## src/rtl/equiv_miter_monitor.sv

```systemverilog
// rtl/equiv_miter_monitor.sv - golden-vs-candidates miter with delay alignment, warm-up masking and first-mismatch capture
module equiv_miter_monitor #(
  parameter int WIDTH     = 91,
  parameter int NUM_DUT   = 2,
  parameter int REF_DELAY = 0,
  parameter int WARMUP    = 2,
  parameter int CNT_W     = 16,
  parameter int ASSERT_EN = 1
) (
  input  logic                     clk,
  input  logic                     rst_n,
  input  logic                     en,
  input  logic                     clear,
  input  logic [WIDTH-1:0]         y_ref,
  input  logic [NUM_DUT*WIDTH-1:0] y_dut,
  output logic                     armed,
  output logic                     mismatch_now,
  output logic                     fail,
  output logic [NUM_DUT-1:0]       fail_mask,
  output logic [CNT_W-1:0]         mismatch_count,
  output logic [CNT_W-1:0]         cycle_count,
  output logic [CNT_W-1:0]         first_cycle,
  output logic [2:0]               first_idx,
  output logic [WIDTH-1:0]         first_ref,
  output logic [WIDTH-1:0]         first_dut
);

  localparam int WU_MAX = WARMUP + REF_DELAY;
  localparam int WU_W   = (WU_MAX > 0) ? $clog2(WU_MAX + 1) : 1;
  localparam logic [WU_W-1:0]  WU_INIT = WU_W'(WU_MAX);
  localparam logic [CNT_W-1:0] CNT_MAX = '1;

  logic [WIDTH-1:0]   ref_aligned;
  logic [NUM_DUT-1:0] diff;
  logic               any_diff;
  logic [2:0]         hit_idx;
  logic [WIDTH-1:0]   hit_dut;
  logic               valid;

  logic [WU_W-1:0]    wu_q, wu_d;
  logic               armed_q, armed_d;
  logic               mnow_q, mnow_d;
  logic [NUM_DUT-1:0] fmask_q, fmask_d;
  logic [CNT_W-1:0]   mcnt_q, mcnt_d;
  logic [CNT_W-1:0]   cyc_q, cyc_d;
  logic [CNT_W-1:0]   fcyc_q, fcyc_d;
  logic [2:0]         fidx_q, fidx_d;
  logic [WIDTH-1:0]   fref_q, fref_d;
  logic [WIDTH-1:0]   fdut_q, fdut_d;

  // The golden delay line only moves on enabled cycles so it stays in step with the candidates.
  if (REF_DELAY == 0) begin : g_nodly
    assign ref_aligned = y_ref;
  end else begin : g_dly
    logic [WIDTH-1:0] dl_q [REF_DELAY];

    always_ff @(posedge clk or negedge rst_n) begin
      if (!rst_n) begin
        for (int i = 0; i < REF_DELAY; i++) dl_q[i] <= '0;
      end else if (en) begin
        dl_q[0] <= y_ref;
        for (int i = 1; i < REF_DELAY; i++) dl_q[i] <= dl_q[i-1];
      end
    end

    assign ref_aligned = dl_q[REF_DELAY-1];
  end

  always_comb begin
    diff = '0;
    for (int k = 0; k < NUM_DUT; k++) begin
      diff[k] = (y_dut[k*WIDTH +: WIDTH] != ref_aligned);
    end
  end

  // Scanning downward lets the lowest differing candidate win.
  always_comb begin
    hit_idx = '0;
    hit_dut = '0;
    for (int k = NUM_DUT - 1; k >= 0; k--) begin
      if (diff[k]) begin
        hit_idx = 3'(k);
        hit_dut = y_dut[k*WIDTH +: WIDTH];
      end
    end
  end

  assign any_diff = |diff;
  assign valid    = en && armed_q;

  always_comb begin
    wu_d    = wu_q;
    armed_d = armed_q;
    mnow_d  = 1'b0;
    fmask_d = fmask_q;
    mcnt_d  = mcnt_q;
    cyc_d   = cyc_q;
    fcyc_d  = fcyc_q;
    fidx_d  = fidx_q;
    fref_d  = fref_q;
    fdut_d  = fdut_q;

    if (clear) begin
      wu_d    = WU_INIT;
      armed_d = (WU_MAX == 0);
      fmask_d = '0;
      mcnt_d  = '0;
      cyc_d   = '0;
      fcyc_d  = '0;
      fidx_d  = '0;
      fref_d  = '0;
      fdut_d  = '0;
    end else if (en) begin
      if (wu_q != '0) wu_d = wu_q - 1'b1;
      armed_d = (wu_d == '0);
      if (cyc_q != CNT_MAX) cyc_d = cyc_q + 1'b1;
      if (valid && any_diff) begin
        mnow_d  = 1'b1;
        fmask_d = fmask_q | diff;
        if (mcnt_q != CNT_MAX) mcnt_d = mcnt_q + 1'b1;
        // Capture fields freeze once any candidate has failed.
        if (fmask_q == '0) begin
          fcyc_d = cyc_q;
          fidx_d = hit_idx;
          fref_d = ref_aligned;
          fdut_d = hit_dut;
        end
      end
    end
  end

  always_ff @(posedge clk or negedge rst_n) begin
    if (!rst_n) begin
      wu_q    <= WU_INIT;
      armed_q <= 1'b0;
      mnow_q  <= 1'b0;
      fmask_q <= '0;
      mcnt_q  <= '0;
      cyc_q   <= '0;
      fcyc_q  <= '0;
      fidx_q  <= '0;
      fref_q  <= '0;
      fdut_q  <= '0;
    end else begin
      wu_q    <= wu_d;
      armed_q <= armed_d;
      mnow_q  <= mnow_d;
      fmask_q <= fmask_d;
      mcnt_q  <= mcnt_d;
      cyc_q   <= cyc_d;
      fcyc_q  <= fcyc_d;
      fidx_q  <= fidx_d;
      fref_q  <= fref_d;
      fdut_q  <= fdut_d;
    end
  end

  assign armed          = armed_q;
  assign mismatch_now   = mnow_q;
  assign fail_mask      = fmask_q;
  assign fail           = |fmask_q;
  assign mismatch_count = mcnt_q;
  assign cycle_count    = cyc_q;
  assign first_cycle    = fcyc_q;
  assign first_idx      = fidx_q;
  assign first_ref      = fref_q;
  assign first_dut      = fdut_q;

  if (ASSERT_EN != 0) begin : g_assert
    a_no_fail: assert property (@(posedge clk) disable iff (!rst_n) !fail);
  end

endmodule

```

## config.mk

```make
export PLATFORM = sky130hd
export DESIGN_NAME = equiv_miter_monitor
export DESIGN_NICKNAME = d
export VERILOG_FILES = /design/src/rtl/equiv_miter_monitor.sv
export SDC_FILE = /design/constraint.sdc
export NUM_CORES = 1
export LEC_CHECK = 0
export BUFFER_PORTS_ARGS = -buffer_cell sky130_fd_sc_hd__buf_2
export CORE_MARGIN = 8
export CORE_UTILIZATION = 30
export DETAILED_ROUTE_END_ITERATION = 10
export GPL_ROUTABILITY_DRIVEN = 0
export PLACE_DENSITY_LB_ADDON = 0.2
export SLEW_MARGIN = 15
export SYNTH_ARGS = -nofsm -noshare
export SYNTH_HDL_FRONTEND = slang
export SYNTH_SLANG_ARGS = --single-unit
```

## constraint.sdc

```tcl
create_clock -name clk -period 2.65 [get_ports clk]
set_input_delay 0 -clock clk [delete_from_list [all_inputs] [get_ports clk]]
set_output_delay 0 -clock clk [all_outputs]
set_load 0.005 [all_outputs]
```

## After elaboration in Yosys (flattened, before gate mapping)

Cells that the tools add are included.

| word-level totals | value |
|---|---|
| bits in registers | 239 |
| output and inout port bits | 238 |
| logic and storage cells | 74 |

| operators by class | value |
|---|---|
| $add $sub $neg | 3 |
| mux-type cells | 40 |
| equal/unequal tests | 4 |
| bitwise logic cells | 1 |
| reduce and logical (&&, ||, !) cells | 16 |

Operators by type and width:

| operator | number |
|---|---|
| 91-bit 2-to-1 mux | 10 |
| 91-bit inequality test | 2 |
| 16-bit 2-to-1 mux | 11 |
| 16-bit by 1-bit adder with 16-bit output, second input constant | 2 |
| 16-bit inequality test, second input constant | 2 |
| 2-bit 2-to-1 mux | 8 |
| 3-bit 2-to-1 mux | 5 |
| 2-bit nonzero test | 6 |
| 1-bit 2-to-1 mux | 6 |
| 3-bit AND reduction | 2 |
| 2-bit zero test | 2 |
| 2-bit AND reduction | 2 |
| 2-bit OR reduction | 2 |
| 1-bit logical AND | 2 |
| 2-bit OR | 1 |
| 2-bit by 1-bit subtractor with 2-bit output, second input constant | 1 |

## Depth between registers and ports, before layout

| depth | value |
|---|---|
| word-level depth | 7 |
| mapped depth | 10 |
| depth with buffers taken out | 7 |

## Least setup slack after synthesis

Ideal clock, no wire load.

| timing path | value |
|---|---|
| path type | reg-to-reg |
| start point | reg mcnt_q[5], in the netlist mismatch_count[5] |
| end point | reg mcnt_q[11], in the netlist mismatch_count[11] |
| data arrival time | 2017 ps |
| setup time | 78 ps |
| stages on the path, launching flop included | 8 |
| data required time | 2572 ps |
| path slack | 555 ps |
| cells stage by stage | dfrtp_1 > and4_1 > and3_1 > and4_1 > nand4_1 > nand3b_1 > or4_1 > a21oi_1 |

| between the ends | value |
|---|---|
| longest elaborated chain between the ends | 5 |
| elaborated cells on any way between the ends | 8 |
| those cells by class | add/sub: 1; eq/ne: 1; mux: 4; reduce/logical: 2 |

Ends and longest elaborated chain:

| element | RTL line | text |
|---|---|---|
| start: declaration | 44 | `logic [CNT_W-1:0] mcnt_q, mcnt_d;` |
| start signal: assignment | 149 | `mcnt_q <= mcnt_d;` |
| 16-bit by 1-bit adder with 16-bit output | 120 | `if (mcnt_q != CNT_MAX) mcnt_d = mcnt_q + 1'b1;` |
| 16-bit 2-to-1 mux | 120 |  |
| 16-bit 2-to-1 mux | 117 | `if (valid && any_diff) begin` |
| 16-bit 2-to-1 mux | 113 | `end else if (en) begin` |
| 16-bit 2-to-1 mux | 103 | `if (clear) begin` |

Parallel ways exist; a longest one is shown, timed or not. The select of a mux whose other input is x is not followed.
A chain may end at the register's enable or synchronous reset.

## Worst setup path after layout

| timing path | value |
|---|---|
| start point | in y_ref[51] |
| end point | reg fdut_q[89], in the netlist first_dut[89] |

| between the ends | value |
|---|---|
| longest elaborated chain between the ends | 7 |
| elaborated cells on any way between the ends | 12 |
| those cells by class | eq/ne: 2; mux: 6; reduce/logical: 4 |

Ends and longest elaborated chain:

| element | RTL line | text |
|---|---|---|
| start: declaration | 14 | `input logic [WIDTH-1:0] y_ref,` |
| 91-bit inequality test | 72 | `diff[k] = (y_dut[k*WIDTH +: WIDTH] != ref_aligned);` |
| 91-bit 2-to-1 mux (2 in a row) | 81 | `if (diff[k]) begin` |
| 91-bit 2-to-1 mux | 122 | `if (fmask_q == '0) begin` |
| 91-bit 2-to-1 mux | 117 |  |
| 91-bit 2-to-1 mux | 113 |  |
| 91-bit 2-to-1 mux | 103 |  |
| end signal: assignment | 154 | `fdut_q <= fdut_d;` |
| end: declaration | 49 | `logic [WIDTH-1:0] fdut_q, fdut_d;` |

Parallel ways exist; a longest one is shown, timed or not. The select of a mux whose other input is x is not followed.

==> results.cfg <==
[timing]
timing.final.crit_share = 0.988
period_needed_ns = 2.62
skew_ns = 0.0134
slew_headroom = 0.379
tightest_slew_ns = 0.931
slew_violations = 0
setup_violations = 0
max_freq_ghz = 0.382
tns_ns = 0
worst_hold_slack_ns = -0.00221
finalHoldViolCount = 1

[setup_path]
rr_startpoint = mismatch_count[6]
cp-end-kind = flop
startpoint_type = input port
r2r_setup_slack_ns = 0.19
worstReg2RegEnd = mismatch_count[13]
critPathMostFrequentCell = buf_4
cp_data_arrival_time_ns = 3.07
cp_slowest_cell = dlygate4sd3_1
path_cells = dlygate4sd3_1 -> buf_2 -> xnor2_1 -> nand4_1 -> nor4_2 -> and4_2 -> a2111oi_4 -> buf_4 -> buf_4 -> buf_4 -> a22o_4 -> mux2_4
cpPeakStageDelay_ns = 0.57
critPathKind = input port to flop
reg2reg_depth = 7
worst_ep_required_time_ns = 3.10
cp_max_fo = 9

[power_and_ir_drop]
seqPwrFrac = 0.374
p_comb_frac = 0.228
clkPwrFrac = 0.398
swShare = 0.285
intPower_w = 0.00748
p_sw_w = 0.00297
p_per_area_nw_per_um2 = 482
worst_ir_drop_vdd_mv = 0.433
p_leak_nw = 10.1

[yosys]
async_flop_share = 1.00
ys_seq_elements = 237
synth_edf_count = 0
yosysWarnings = 0
syn-instance-count = 1266
synth_area_leaders = dfrtp_1 43%, xnor2_1 10%, mux2_4 9.8%
syn_area_um2 = 13800
ys_types = 42
yosysTopAreaCell = dfrtp_1
synth_seq_area_share = 0.430
syn_area_per_cell_um2 = 10.9
synth_ff_type = dfrtp_1
synth_top_area_frac = 0.428

[global_routing]
grt_usage = 0.257
grt_pass1_wl_um = 103000
grt_max_degree = 111
grt-busiest-layer = met2
grt_pass1_vias = 14900
grt_overflow = 0
grtUsageMet1 = 0.323
antenna_found_initial = 8
met3_usage = 0.0564
grt_use_met2 = 0.433

[final_layout]
fin_nets = 2370
fin_util = 0.478
multi_input_area_um2 = 7580
drive_gt1_frac = 0.371
fill_cells = 4274
area_delta_synth_final_pct = 57.5
final_cell_area_um2 = 21700
ff_latch_area_um2 = 5930

[clock_network]
clk_pin_slew_ns = 0.06
cts_max_path_buffers = 3
cts_buffers = 30
cts_tree = yes
cts_root_buf = clkbuf_16
htree_levels = 1
clk_latency_ns = 0.57
clock-sinks = 237

[floorplanning]
num_rows = 78
die-area_um2 = 53100
core_um2 = 45400
io_pins = 515
die_h_um = 230
die_w_um = 230
start_util = 0.304

[drt]
wl_per_cell_um = 26.9
wl_um = 73000
drc = 0
drt_iter0_drc = 1098
drtPass1Iterations = 5
final_antenna_net_count = 0
routed-via-count = 14100
vias_per_cell = 5.20

[job]
drv_cap = 0

[placement]
io_buffers = 512
hpwl_um = 53100
post_dp_cell_area_um2 = 17600

[min_path]
hold_class = input port to async pin

[run_status]
violations = negative hold slack
outcome = finished with violations
kinds of logic after synthesis:
family | count (synthesis) | synth area share
AO/OA/AOI/OAI | 233 | 0.111
XOR/XNOR | 191 | 0.121
adder cells (fa/ha/maj) | 2 | 0.00182
buffers and inverters | 107 | 0.0376
flip-flops | 237 | 0.430
multiplexers | 103 | 0.108
other | 1 | 0.000272
AND/OR/NAND/NOR | 392 | 0.189
sequential cells by signal (all words and copies together), names as in the netlist:
name / count
cycle_count: 16
armed: 1
wu_q: 2
fail_mask: 2
mismatch_now: 1
first_cycle: 16
mismatch_count: 16
first_ref: 91
first_dut: 91
first_idx: 1
layer usage:
metal | vias to the layer above | wire length [µm]
li1 | 6262 | -
met1 | 7049 | 30200
met2 | 664 | 34700
met3 | 155 | 5310
met4 | 2 | 2740
met5 | - | 10
cells in the final DEF, fill, tap and decap left out, drive strengths merged, types with 8 or more instances in the layout:
| master | n |
|---|---|
| dfrtp | 236 |
| nand2 | 14 |
| a21oi | 16 |
| a22o | 91 |
| buf | 614 |
| xnor2 | 164 |
| xor2 | 27 |
| nor3 | 10 |
| nor2 | 34 |
| dlygate4sd3 | 276 |
| nand4 | 53 |
| nand4b | 107 |
| nand3 | 13 |
| nor4 | 14 |
| nand2b | 112 |
| diode | 8 |
| nor2b | 10 |
| clkbuf | 48 |
| mux2 | 101 |
| o21ai | 116 |
cells in the mapped netlist, types with 5 or more instances:
library cell    n
a21oi_1        16
a22o_1         91
and4_1          7
buf_1           5
buf_2           6
buf_4          11
buf_6           9
clkbuf_1       69
dfrtp_1       236
inv_1           7
mux2_1         10
mux2_4         90
nand2_1        14
nand2b_1      112
nand3_1        13
nand4_1        53
nand4b_1      107
nor2_1         34
nor2b_1        10
nor3_1         10
nor4_1         13
o21ai_0        96
o21ai_1        20
o31ai_1         5
or3_1           7
xnor2_1       164
xor2_1         27
worst max-delay path by stage:
stage                      startpoint  cells past startpoint            endpoint  slack, ns
detailed placement          y_ref[72]                     13       first_dut[89]      -0.79
global placement            y_ref[72]                     13       first_dut[89]      -0.86
floorplan           mismatch_count[5]                      7  mismatch_count[11]       0.56
CTS                        y_dut[163]                     12       first_dut[89]      0.008
finish                      y_ref[51]                     12       first_dut[89]       0.03
global route                y_ref[55]                     13       first_dut[89]     -0.004
what timing repair did:
action | in CTS | in global routing
endpoints found under the hold margin | 399 | 0
gates resized for setup | 1 | 57
pin swaps | 1 | 11
endpoints found under the setup margin | 90 | 213
setup buffers | 3 | 5
gates cloned | 0 | 6
hold buffers | 276 | 0
metrics by stage:
| step | worst slack [ns] | total power (W) | instances |
|---|---|---|---|
| detailed placement | -0.792 | 0.00598 | 2370 |
| CTS | 0.00845 | 0.0105 | 2701 |
| finish | 0.0312 | 0.0105 | 2719 |
| floorplan | 0.555 | 0.00478 | 1267 |
| global placement | -0.857 | 0.00596 | 2370 |
| global route | -0.00385 | 0.0108 | 2716 |
power groups by stage:
stage               Sequential (W)  Combinational (W)  Clock (W)
finish                     0.00391            0.00238    0.00416
global route               0.00393            0.00252    0.00436
floorplan                  0.00396           0.000816          0
CTS                        0.00391            0.00235    0.00424
detailed placement         0.00397            0.00201          0
global placement           0.00397            0.00200          0
worst max-delay path, delay by kind of cell:
| family | cells | cell delay [ns] |
|---|---|---|
| xor+xnor | 1 | 0.22 |
| compound gates | 2 | 0.33 |
| buf+inv | 5 | 1.24 |
| simple gates | 3 | 1.02 |
| mux | 1 | 0.25 |
layout make-up:
| class | count | area share |
|---|---|---|
| multi-input cells | 923 | 0.349 |
| repair buffers | 892 | 0.296 |
| flip-flops and latches | 237 | 0.273 |
| clock buffers | 46 | 0.0411 |
| well taps | 600 | 0.0346 |
| clock inverters | 6 | 0.00398 |
| inverters | 7 | 0.00121 |
| diodes | 8 | 0.000922 |
Note: power is estimated with default switching activity, not from simulation.
